**src/rtl/cv32e40s_rf_scrubber.sv**
```systemverilog
// ============================================================================
// Module      : cv32e40s_rf_scrubber
// Description : Background ECC scrubber that borrows idle register-file read
//               port 1 to check every stored word (x0 excluded).
// Revision    : 1.0 - initial release
// ============================================================================
`default_nettype none

module cv32e40s_rf_scrubber #(
    parameter logic RV32           = 1'b0,  // 1'b0: RV32I (32 regs), 1'b1: RV32E (16 regs)
    parameter int   SCRUB_INTERVAL = 16,
    parameter int   URGENT_LIMIT   = 64
) (
    input  logic       clk,
    input  logic       rst_n,
    input  logic       enable_i,
    input  logic       port_busy_i,
    output logic       scrub_req_o,
    output logic [4:0] scrub_raddr_o,
    input  logic       ecc_err_i,
    input  logic [4:0] waddr_i,
    input  logic       we_i,
    output logic       scrub_err_o,
    output logic [4:0] scrub_err_addr_o,
    output logic       pass_done_o,
    output logic       urgent_o
);

    localparam int c_NUM_REGS = (RV32 == 1'b1) ? 16 : 32;
    localparam int c_IW       = $clog2(SCRUB_INTERVAL + 1);
    localparam int c_WW       = $clog2(URGENT_LIMIT + 1);

    localparam logic [c_IW-1:0] c_IVL_RELOAD = c_IW'(SCRUB_INTERVAL - 1);
    localparam logic [c_WW-1:0] c_WAIT_MAX   = c_WW'(URGENT_LIMIT);
    localparam logic [4:0]      c_LAST_ADDR  = 5'(c_NUM_REGS - 1);
    localparam logic [4:0]      c_FIRST_ADDR = 5'd1;

    localparam logic [1:0] c_ST_IDLE = 2'd0;
    localparam logic [1:0] c_ST_WAIT = 2'd1;
    localparam logic [1:0] c_ST_REQ  = 2'd2;

    logic [1:0]      r_state;
    logic [1:0]      w_next_state;
    logic [4:0]      r_addr;
    logic [c_IW-1:0] r_ivl;
    logic [c_WW-1:0] r_wait;
    logic            r_scrub_err;
    logic [4:0]      r_err_addr;
    logic            r_pass_done;

    logic            w_grant;
    logic            w_collide;
    logic            w_valid;
    logic            w_scrub_req;
    logic            w_urgent;

    assign w_grant   = (r_state == c_ST_REQ) && !port_busy_i && enable_i;
    // A same-cycle write to the scrubbed register makes the read stale.
    assign w_collide = we_i && (waddr_i == r_addr);
    assign w_valid   = w_grant && !w_collide;

    // State register
    always_ff @(posedge clk or negedge rst_n) begin
        if (!rst_n) begin
            r_state <= c_ST_IDLE;
        end else begin
            r_state <= w_next_state;
        end
    end

    // Next-state logic
    always_comb begin
        w_next_state = r_state;
        if (!enable_i) begin
            w_next_state = c_ST_IDLE;
        end else begin
            case (r_state)
                c_ST_IDLE: w_next_state = c_ST_WAIT;
                c_ST_WAIT: if (r_ivl == '0) w_next_state = c_ST_REQ;
                c_ST_REQ:  if (w_valid) w_next_state = c_ST_WAIT;
                default:   w_next_state = c_ST_IDLE;
            endcase
        end
    end

    // Output logic
    always_comb begin
        w_scrub_req = (r_state == c_ST_REQ) && enable_i && !port_busy_i;
        w_urgent    = (r_state == c_ST_REQ) && (r_wait == c_WAIT_MAX);
    end

    always_ff @(posedge clk or negedge rst_n) begin
        if (!rst_n) begin
            r_ivl <= c_IVL_RELOAD;
        end else if ((w_next_state == c_ST_WAIT) && (r_state != c_ST_WAIT)) begin
            r_ivl <= c_IVL_RELOAD;
        end else if ((r_state == c_ST_WAIT) && (r_ivl != '0)) begin
            r_ivl <= r_ivl - 1'b1;
        end
    end

    always_ff @(posedge clk or negedge rst_n) begin
        if (!rst_n) begin
            r_wait <= '0;
        end else if ((r_state == c_ST_REQ) && enable_i && !w_valid) begin
            if (r_wait != c_WAIT_MAX) begin
                r_wait <= r_wait + 1'b1;
            end
        end else begin
            r_wait <= '0;
        end
    end

    always_ff @(posedge clk or negedge rst_n) begin
        if (!rst_n) begin
            r_addr      <= c_FIRST_ADDR;
            r_scrub_err <= 1'b0;
            r_err_addr  <= '0;
            r_pass_done <= 1'b0;
        end else begin
            r_scrub_err <= w_valid && ecc_err_i;
            r_pass_done <= w_valid && (r_addr == c_LAST_ADDR);
            if (w_valid && ecc_err_i) begin
                r_err_addr <= r_addr;
            end
            if (w_valid) begin
                r_addr <= (r_addr == c_LAST_ADDR) ? c_FIRST_ADDR : r_addr + 5'd1;
            end
        end
    end

    assign scrub_req_o      = w_scrub_req;
    assign scrub_raddr_o    = r_addr;
    assign scrub_err_o      = r_scrub_err;
    assign scrub_err_addr_o = r_err_addr;
    assign pass_done_o      = r_pass_done;
    assign urgent_o         = w_urgent;

endmodule

`default_nettype wire
```
**config.mk**
```make
export PLATFORM = sky130hd
export DESIGN_NAME = cv32e40s_rf_scrubber
export DESIGN_NICKNAME = d
export VERILOG_FILES = /design/src/rtl/cv32e40s_rf_scrubber.sv
export SDC_FILE = /design/constraint.sdc
export NUM_CORES = 1
export LEC_CHECK = 0
export BUFFER_PORTS_ARGS = -buffer_cell sky130_fd_sc_hd__buf_2
export CAP_MARGIN = 40
export CORE_ASPECT_RATIO = 1.4
export CORE_MARGIN = 10
export CORE_UTILIZATION = 40
export DETAILED_ROUTE_END_ITERATION = 8
export PLACE_DENSITY = 0.66
export SYNTH_ARGS = -nofsm -noshare
export SYNTH_HDL_FRONTEND = slang
export SYNTH_SLANG_ARGS = --single-unit
export TNS_END_PERCENT = 100
```
**constraint.sdc**
```tcl
create_clock -name clk -period 4.19 [get_ports clk]
set_input_delay 0.2095 -clock clk [delete_from_list [all_inputs] [get_ports clk]]
set_output_delay 0.2095 -clock clk [all_outputs]
set_load 0.1 [all_outputs]
```
# Word-level counts from Yosys, hierarchy flattened
# Cells that the tools add are included.
# totals
regBits	26
latchBits	0
ram_bits	0
rom_bits	0
in_bits	11
output_inout_bits	14
wordCells	47
n_memories	0
# op_classes
n_addsub	3
n_mul	0
div_mod_pow	0
magnitude_cmp	0
n_eq_ne	9
n_shift	0
n_mux	9
bitwise	0
n_reduce_logical	19
# op_table
op	count
5-bit 2-to-1 mux	3
7-bit 2-to-1 mux	2
1-bit logical AND	12
7-bit by 1-bit adder with 7-bit output, second input constant	1
7-bit equality test, second input constant	1
7-bit != test, second input constant	1
2-bit 2-to-1 mux	3
2-bit one-hot mux with 3 select lines	1
5-bit by 1-bit adder with 5-bit output, second input constant	1
5-bit equality test	1
5-bit equality test, second input constant	1
5-bit zero test	1
5-bit nonzero test	1
5-bit by 1-bit subtractor with 5-bit output, second input constant	1
2-bit by 1-bit equality test with 1-bit output, second input constant	2
2-bit by 1-bit != test with 1-bit output, second input constant	2
1-bit zero test	3
2-bit equality test, second input constant	1
2-bit zero test	1
2-bit nonzero test	1

# Depth between registers and ports, before layout
# Gate-level depths: netlist (run 1).
# logic_depth
ltp_word	10
ltp_mapped	7
ltp_nobuf	6

# Worst setup path before layout (run 1)
# No wires, ideal clock.
# synth_path
kind	flip-flop to output port
startpoint	reg r_wait[4]
endpoint	out urgent_o
arrival_ns	3.135
required_time_ns	3.980
slack_ns	0.845
stages_incl_launch_ff	4
path_buffers	0
path_cell_list	dfrtp_1 nor4b_1 nand3b_1 nor3b_1
# synth_between
elab_chain_cells	2
# synth_lines
element	line	source
start, declared	46	logic [c_WW-1:0] r_wait;
start signal, assigned	107	r_wait <= r_wait + 1'b1;
7-bit equality test	89	w_urgent = (r_state == c_ST_REQ) && (r_wait == c_WAIT_MAX);
1-bit logical AND	89	
end, declared	26	output logic urgent_o
# Every way passes these cells.

# Final worst setup path (run 1)
# Ends and elaborated chain as after synthesis.

==> flow_summary_export.csv, run 1 <==
group,metric,value,unit
final_layout,nNetsFinal,175,
yosys,synth.distinct_cells,42,
yosys,syn_area_per_cell,10.7,um2
place,io_buffers,24,
setup_path,cp-end-kind,"output pin",
route,avgRoutedWirePerCell,16.0,um
clock_network,postCtsSetupBuffers,0,
place,gp_congestion,0.860,
final_layout,area_delta_synth_final,16.9,%
global_route,grt_max_degree,27,
power,p_sw_frac,0.233,
final_layout,n_antenna_cell,0,
run,drv_cap,0,
setup_path,worst-endpoint-arrival,1.95,ns
global_route,grt_pass1_vias,1127,
yosys,synth_nets,147,
yosys,yosysWarnings,0,
floorplan,ios,25,
clock_network,cts.sinks,26,
sta,skew,0.00654,ns
clock_network,cts_inserted_buffers,3,
clock_network,clockBufferDepth,2,
global_route,overflow,0,
setup_path,cp-start-kind,"register",
route,ant_nets,0,
floorplan,die_h,89.8,um
power,leakagePower,0.789,nW
route,wirelength,3150,um
setup_path,required,3.98,ns
sta,setup_viol,0,
hold_path,min_path_type,"in -> reg",
run_status,outcome,"finished clean",
yosys,syn_area,1390,um2
clock_network,ctsResizeCount,0,
global_route,grt_usage,0.0999,
sta,drv_slew,0,
yosys,syn_inst,130,
yosys,yosys.area.top_type_share,0.377,
sta,post-route-min-period,2.16,ns
power,clockPowerShare,0.378,
sta,worstMarginPinSlew,0.592,ns
power,peakVddDrop,247,uV
sta,rsz0062_at_grt,"false",
clock_network,clk_latency,0.28,ns
final_layout,final_common_cell,"buf_2",
power,power_per_cell_area,339,nW/um2
clock_network,postCtsHoldBufs,1,
global_route,antenna_found_initial,0,
setup_path,path_class,"reg -> out",
route,num_vias,1062,
route,drc,0,
yosys,synth_edf_count,0,
place,hpwl,2420,um
power,power_frac_comb,0.106,
power,intPower,0.424,mW
floorplan,initial_core_util,0.412,
floorplan,die-area,6270,um2
setup_path,regToRegSetupSlack,2.30,ns
power,finalPower,0.553,mW
floorplan,fp-row-count,25,
power,share_seq_of_total_power,0.515,
floorplan,core,3380,um2
route,via_per_inst,5.39,
yosys,ys_seq_elements,26,
final_layout,drive_above_1_share,0.287,
sta,tns,0,ns
final_layout,fill_cells,319,
route,firstDrtPassIters,4,
clock_network,path_clk_slew,0.08,ns
clock_network,root_buffer,"clkbuf_8",
clock_network,ctsHtreeMaxLevel,1,
yosys,yosys-top-cells-area,"dfrtp_1 38%, dfstp_2 9.4%, xnor2_1 5.7%, ha_1 5.4%, mux2_2 4.9%",
yosys,synthFlopType,"dfrtp_1",
yosys,yosys.area.top_type,"dfrtp_1",
setup_path,path_max_fanout,4,
global_route,grt_pass1_wl,5290,um
sta,fin_crit_sh,0.516,
sta,max-slew-margin-rel,0.605,
yosys,async_flop_share,1.00,
sta,hold_violations,0,
floorplan,die_w,69.9,um
route,first_iter_violations,49,
clock_network,cts_tree,"done",
power,netSwitchingPower,0.129,mW
yosys,ys_seq_area_frac,0.472,
final_layout,mostFrequentLayoutCells,"24 x buf_2, 21 x dfrtp_1, 10 x inv_1, 10 x nor2_1",
sta,fmax,0.463,GHz
## synthesized netlist by cell type (2+ instances only)
| master | n |
|---|---|
| a21oi_1 | 3 |
| and2_1 | 2 |
| and3_1 | 4 |
| dfrtp_1 | 21 |
| dfstp_2 | 5 |
| ha_1 | 6 |
| inv_1 | 10 |
| mux2_2 | 6 |
| nand2_1 | 9 |
| nand2b_1 | 2 |
| nand3_1 | 6 |
| nand3b_1 | 2 |
| nand4_1 | 2 |
| nor2_1 | 10 |
| o211ai_1 | 2 |
| o221ai_1 | 2 |
| xnor2_1 | 9 |
| xor2_1 | 5 |
## metrics by stage
stage / setup WS, ns / util / area [um2] / instances / hold WS, ns
final: 2.03 / 0.482 / 1630 / 197 / 0.250
after detailed placement: 2.32 / 0.458 / 1550 / 192 / 0.245
after CTS: 2.01 / 0.482 / 1630 / 197 / 0.247
after global placement: 2.39 / 0.458 / 1550 / 192 / 0.243
after floorplan: 0.845 / - / 1390 / 130 / -0.0861
after global routing: 1.89 / 0.482 / 1630 / 197 / 0.266
## worst max-delay path, stage by stage (launching register included)
cell      delay (ns)
dfrtp_1         0.42
nor4b_1         0.31
nand3b_1        0.21
nor3b_1         0.26
buf_2           0.46
## registers in the layout (all words and copies together), names as in the netlist
signal,flops
r_wait,7
r_ivl,5
scrub_err_addr_o,5
scrub_raddr_o,5
r_state,2
pass_done_o,1
scrub_err_o,1
## per-layer routing
layer / track usage / wire length, um / vias to the layer above
li1: - / - / 512
met1: 0.105 / 1290 / 525
met2: 0.176 / 1660 / 18
met3: 0.0220 / 116 / 7
met4: 0.0578 / 81 / 0
met5: 0 / 0 / -
## logic make-up (layout without fill, tap and decap cells)
| group | after synthesis | in the layout | share of synthesized area |
|---|---|---|---|
| buf+inv | 13 | 40 | 0.0413 |
| xor+xnor | 14 | 14 | 0.0881 |
| fa+ha+maj | 6 | 6 | 0.0539 |
| flops | 26 | 26 | 0.472 |
| simple gates | 46 | 46 | 0.186 |
| compound gates | 18 | 18 | 0.103 |
| mux | 7 | 7 | 0.0557 |
## cell type report
cell class	instances	area, um2	area share
Inverter	11	41.3	0.0254
Tap cell	40	50.0	0.0307
Multi-Input combinational cell	91	678	0.417
Clock buffer	3	41.3	0.0254
Clock inverter	1	30.0	0.0184
Timing Repair Buffer	25	130	0.0799
Sequential cell	26	657	0.404
## final timing paths
kind | startpoint | end | depth (start not counted)
setup / recovery | r_wait[4]$_DFFE_PN0P_ | urgent_o | 4
setup reg to reg | scrub_raddr_o[0]$_DFFE_PN1P_ | scrub_raddr_o[3]$_DFFE_PN0P_ | 6
min in group asynchronous | rst_n | r_wait[0]$_DFFE_PN0P_ | 2
hold reg to reg | scrub_err_addr_o[2]$_DFFE_PN0P_ | scrub_err_addr_o[2]$_DFFE_PN0P_ | 1
hold / removal | enable_i | r_state[0]$_DFF_PN0_ | 3
max in group asynchronous | rst_n | scrub_err_addr_o[0]$_DFFE_PN0P_ | 2
## power groups by stage
stage / clock, mW / sequential [mW] / combinational, mW
finish: 0.209 / 0.285 / 0.0587
global route: 0.224 / 0.287 / 0.0663
CTS: 0.216 / 0.285 / 0.0590
detailed placement: 0 / 0.290 / 0.0574
global placement: 0 / 0.289 / 0.0565
floorplan: 0 / 0.290 / 0.0359
Note: power is estimated with default switching activity, not from simulation.
==> run 2: changes to the inputs <==
--- a/config.mk
+++ b/config.mk
@@ -5,6 +5,7 @@
 export SDC_FILE = /design/constraint.sdc
 export NUM_CORES = 1
 export LEC_CHECK = 0
+export ABC_AREA = 1
 export BUFFER_PORTS_ARGS = -buffer_cell sky130_fd_sc_hd__buf_2
 export CAP_MARGIN = 40
 export CORE_ASPECT_RATIO = 1.4
==> constraint.sdc (replaced) <==
create_clock -name clk -period 2.2 [get_ports clk]
set_input_delay 0.11 -clock clk [delete_from_list [all_inputs] [get_ports clk]]
set_output_delay 0.11 -clock clk [all_outputs]
set_load 0.1 [all_outputs]
==> flow_summary_export.csv, run 2 <==
group,metric,value,unit
floorplan,core,3380,um2
setup_path,cp_top_family,"buffers and inverters",
setup_path,crit_top_cell,"inv_1",
yosys,syn_area,1410,um2
sta,rsz0062_at_grt,"false",
setup_path,crit_slowest_cell,"dfrtp_1",
yosys,synth_nets,184,
setup_path,cp-start-kind,"register",
route,firstDrtPassIters,4,
clock_network,clk_latency,0.27,ns
power,power_frac_comb,0.551,
floorplan,fp-row-count,25,
sta,post-route-min-period,1.90,ns
clock_network,cts_inserted_buffers,3,
floorplan,die_h,90.3,um
yosys,post_synth_most_frequent_cells,"44 x nand2_1, 28 x inv_1, 21 x dfrtp_1, 11 x nor2_1",
final_layout,area_delta_synth_final,14.5,%
sta,fmax,0.527,GHz
route,ant_nets,0,
setup_path,path_class,"reg -> out",
yosys,async_flop_share,1.00,
floorplan,die-area,6340,um2
global_route,antenna_found_initial,0,
power,peakVddDrop,964,uV
place,hpwl,2220,um
clock_network,cts_tree,"done",
setup_path,cp_num_buf_inv,3,
final_layout,drive_above_1_share,0.242,
yosys,synth_edf_count,0,
yosys,syn_inst,167,
power,power_per_cell_area,1360,nW/um2
sta,worstMarginPinSlew,0.581,ns
sta,setup_viol,0,
route,via_per_inst,4.63,
clock_network,clockBufferDepth,2,
power,share_seq_of_total_power,0.325,
route,wirelength,2750,um
yosys,yosys.area.top_type,"dfrtp_1",
sta,max-slew-margin-rel,0.612,
floorplan,ios,25,
yosys,ys_seq_elements,26,
yosys,synthFlopType,"dfrtp_1",
final_layout,final_common_cell,"nand2_1",
route,drc,0,
setup_path,required,2.09,ns
route,first_iter_violations,31,
global_route,grt_max_degree,27,
floorplan,die_w,70.2,um
place,gp_congestion,0.784,
power,p_sw_frac,0.561,
setup_path,path_max_fanout,5,
floorplan,initial_core_util,0.418,
yosys,yosys.area.top_type_share,0.372,
global_route,grt_pass1_wl,5000,um
setup_path,cp_cell_sequence,"inv_1 -> ha_1 -> inv_1 -> nor3_1 -> nand2_1 -> nor2_2 -> buf_2",
setup_path,worst-endpoint-arrival,1.79,ns
clock_network,cts.sinks,26,
global_route,grt_pass1_vias,1177,
sta,tns,0,ns
yosys,synth_most_common_cell,"nand2_1",
clock_network,ctsHtreeMaxLevel,1,
global_route,grt_usage,0.0928,
yosys,yosysWarnings,0,
final_layout,mostFrequentLayoutCells,"44 x nand2_1, 28 x inv_1, 24 x buf_2",
clock_network,postCtsSetupBuffers,0,
final_layout,nNetsFinal,212,
sta,hold_violations,0,
run_status,outcome,"finished clean",
sta,fin_crit_sh,0.862,
place,io_buffers,24,
yosys,yosys-top-cells-area,"dfrtp_1 37%, nand2_1 12%, dfstp_2 9.3%, inv_1 7.4%, ha_1 5.3%",
run,drv_cap,0,
final_layout,n_antenna_cell,0,
sta,skew,0.00308,ns
global_route,overflow,0,
yosys,ys_seq_area_frac,0.465,
power,netSwitchingPower,1.23,mW
power,leakagePower,0.870,nW
yosys,synth.distinct_cells,25,
sta,drv_slew,0,
clock_network,path_clk_slew,0.09,ns
clock_network,root_buffer,"clkbuf_8",
power,intPower,0.962,mW
route,num_vias,1083,
final_layout,utilization,0.479,
setup_path,cp-end-kind,"output pin",
route,avgRoutedWirePerCell,11.7,um
setup_path,slowest_delay,0.43,ns
power,clockPowerShare,0.125,
sta,hold_ws,0.132,ns
hold_path,min_path_type,"in -> reg",
yosys,syn_area_per_cell,8.45,um2
final_layout,regMostFlops,"r_wait",
final_layout,largest_reg_flops,7,
run 2: cell count changes in the layout (fill, tap and decap cells not counted), sizes merged, moves of 3 or more:
| cell | change |
|---|---|
| o21ai | +10 |
| and3 | -4 |
| inv | +20 |
| o211ai | -3 |
| nor3 | +5 |
| xnor2 | -7 |
| mux2 | -6 |
| nand2 | +36 |
run 2: final cells by class:
| type | instances | area (um2) |
|---|---|---|
| inverter | 31 | 119 |
| tap | 40 | 50.0 |
| clock buffer | 4 | 45.0 |
| timing repair buffer | 25 | 130 |
| fill | 359 | 1760 |
| multi-input combinational | 108 | 616 |
| sequential | 26 | 657 |
run 2: cells by family (layout without fill, tap and decap cells):
kind of cell | after synthesis | after routing | share of synthesized area
fa+ha+maj | 6 | 6 | 0.0532
flops | 26 | 26 | 0.465
buf+inv | 33 | 60 | 0.100
simple gates | 75 | 75 | 0.247
compound gates | 18 | 18 | 0.0780
xor+xnor | 9 | 9 | 0.0559
run 2: power groups by stage:
stage               Combinational (mW)  Sequential [mW]  Clock, mW
detailed placement                1.22            0.724          0
CTS                               1.22            0.717      0.282
global route                      1.30            0.736      0.301
global placement                  1.21            0.725          0
floorplan                        0.334             1.39          0
finish                            1.21            0.711      0.274
run 2: path summary, 6_finish.rpt:
path / from / to / slack [ns] / depth (start not counted)
worst max-delay path: r_wait[0]$_DFFE_PN0P_ / urgent_o / 0.30 / 7
worst min-delay path: enable_i / r_state[1]$_DFF_PN0_ / 0.13 / 3
worst max register to register: r_ivl[0]$_DFFE_PN1P_ / r_ivl[4]$_DFFE_PN0P_ / 0.44 / 10
worst min register to register: scrub_err_addr_o[4]$_DFFE_PN0P_ / scrub_err_addr_o[4]$_DFFE_PN0P_ / 0.49 / 2
max in group asynchronous: rst_n / scrub_err_addr_o[2]$_DFFE_PN0P_ / 1.45 / 2
min in group asynchronous: rst_n / scrub_err_o$_DFF_PN0_ / 0.37 / 2
run 2: layer usage:
layer | wire length (um) | track usage | part of all wire | vias to the layer above
li1 | - | - | - | 568
met1 | 1140 | 0.100 | 0.42 | 493
met2 | 1440 | 0.171 | 0.52 | 18
met3 | 132 | 0.0231 | 0.048 | 4
met4 | 32 | 0.0248 | 0.012 | 0
met5 | 0 | 0 | 0 | -
run 2: timing repair:
item / 4_1_cts / 5_1_grt
endpoints found under the hold margin: 21 / 0
resized for setup: 0 / 0
hold buffers: 1 / 0
run 2: per-stage QoR:
| stage | cells | power, mW | cell area (um2) | setup WS, ns |
|---|---|---|---|---|
| floorplan | 167 | 1.72 | 1410 | 0.0992 |
| global placement | 229 | 1.94 | 1560 | 0.445 |
| detailed placement | 229 | 1.94 | 1560 | 0.441 |
| CTS | 234 | 2.22 | 1620 | 0.282 |
| global route | 234 | 2.33 | 1620 | 0.108 |
| finish | 234 | 2.19 | 1620 | 0.303 |
run 2: worst min-delay path, cell delays in order:
cell,delay (ns)
buf_2,0.13
o21ai_0,0.07
nor2_1,0.05
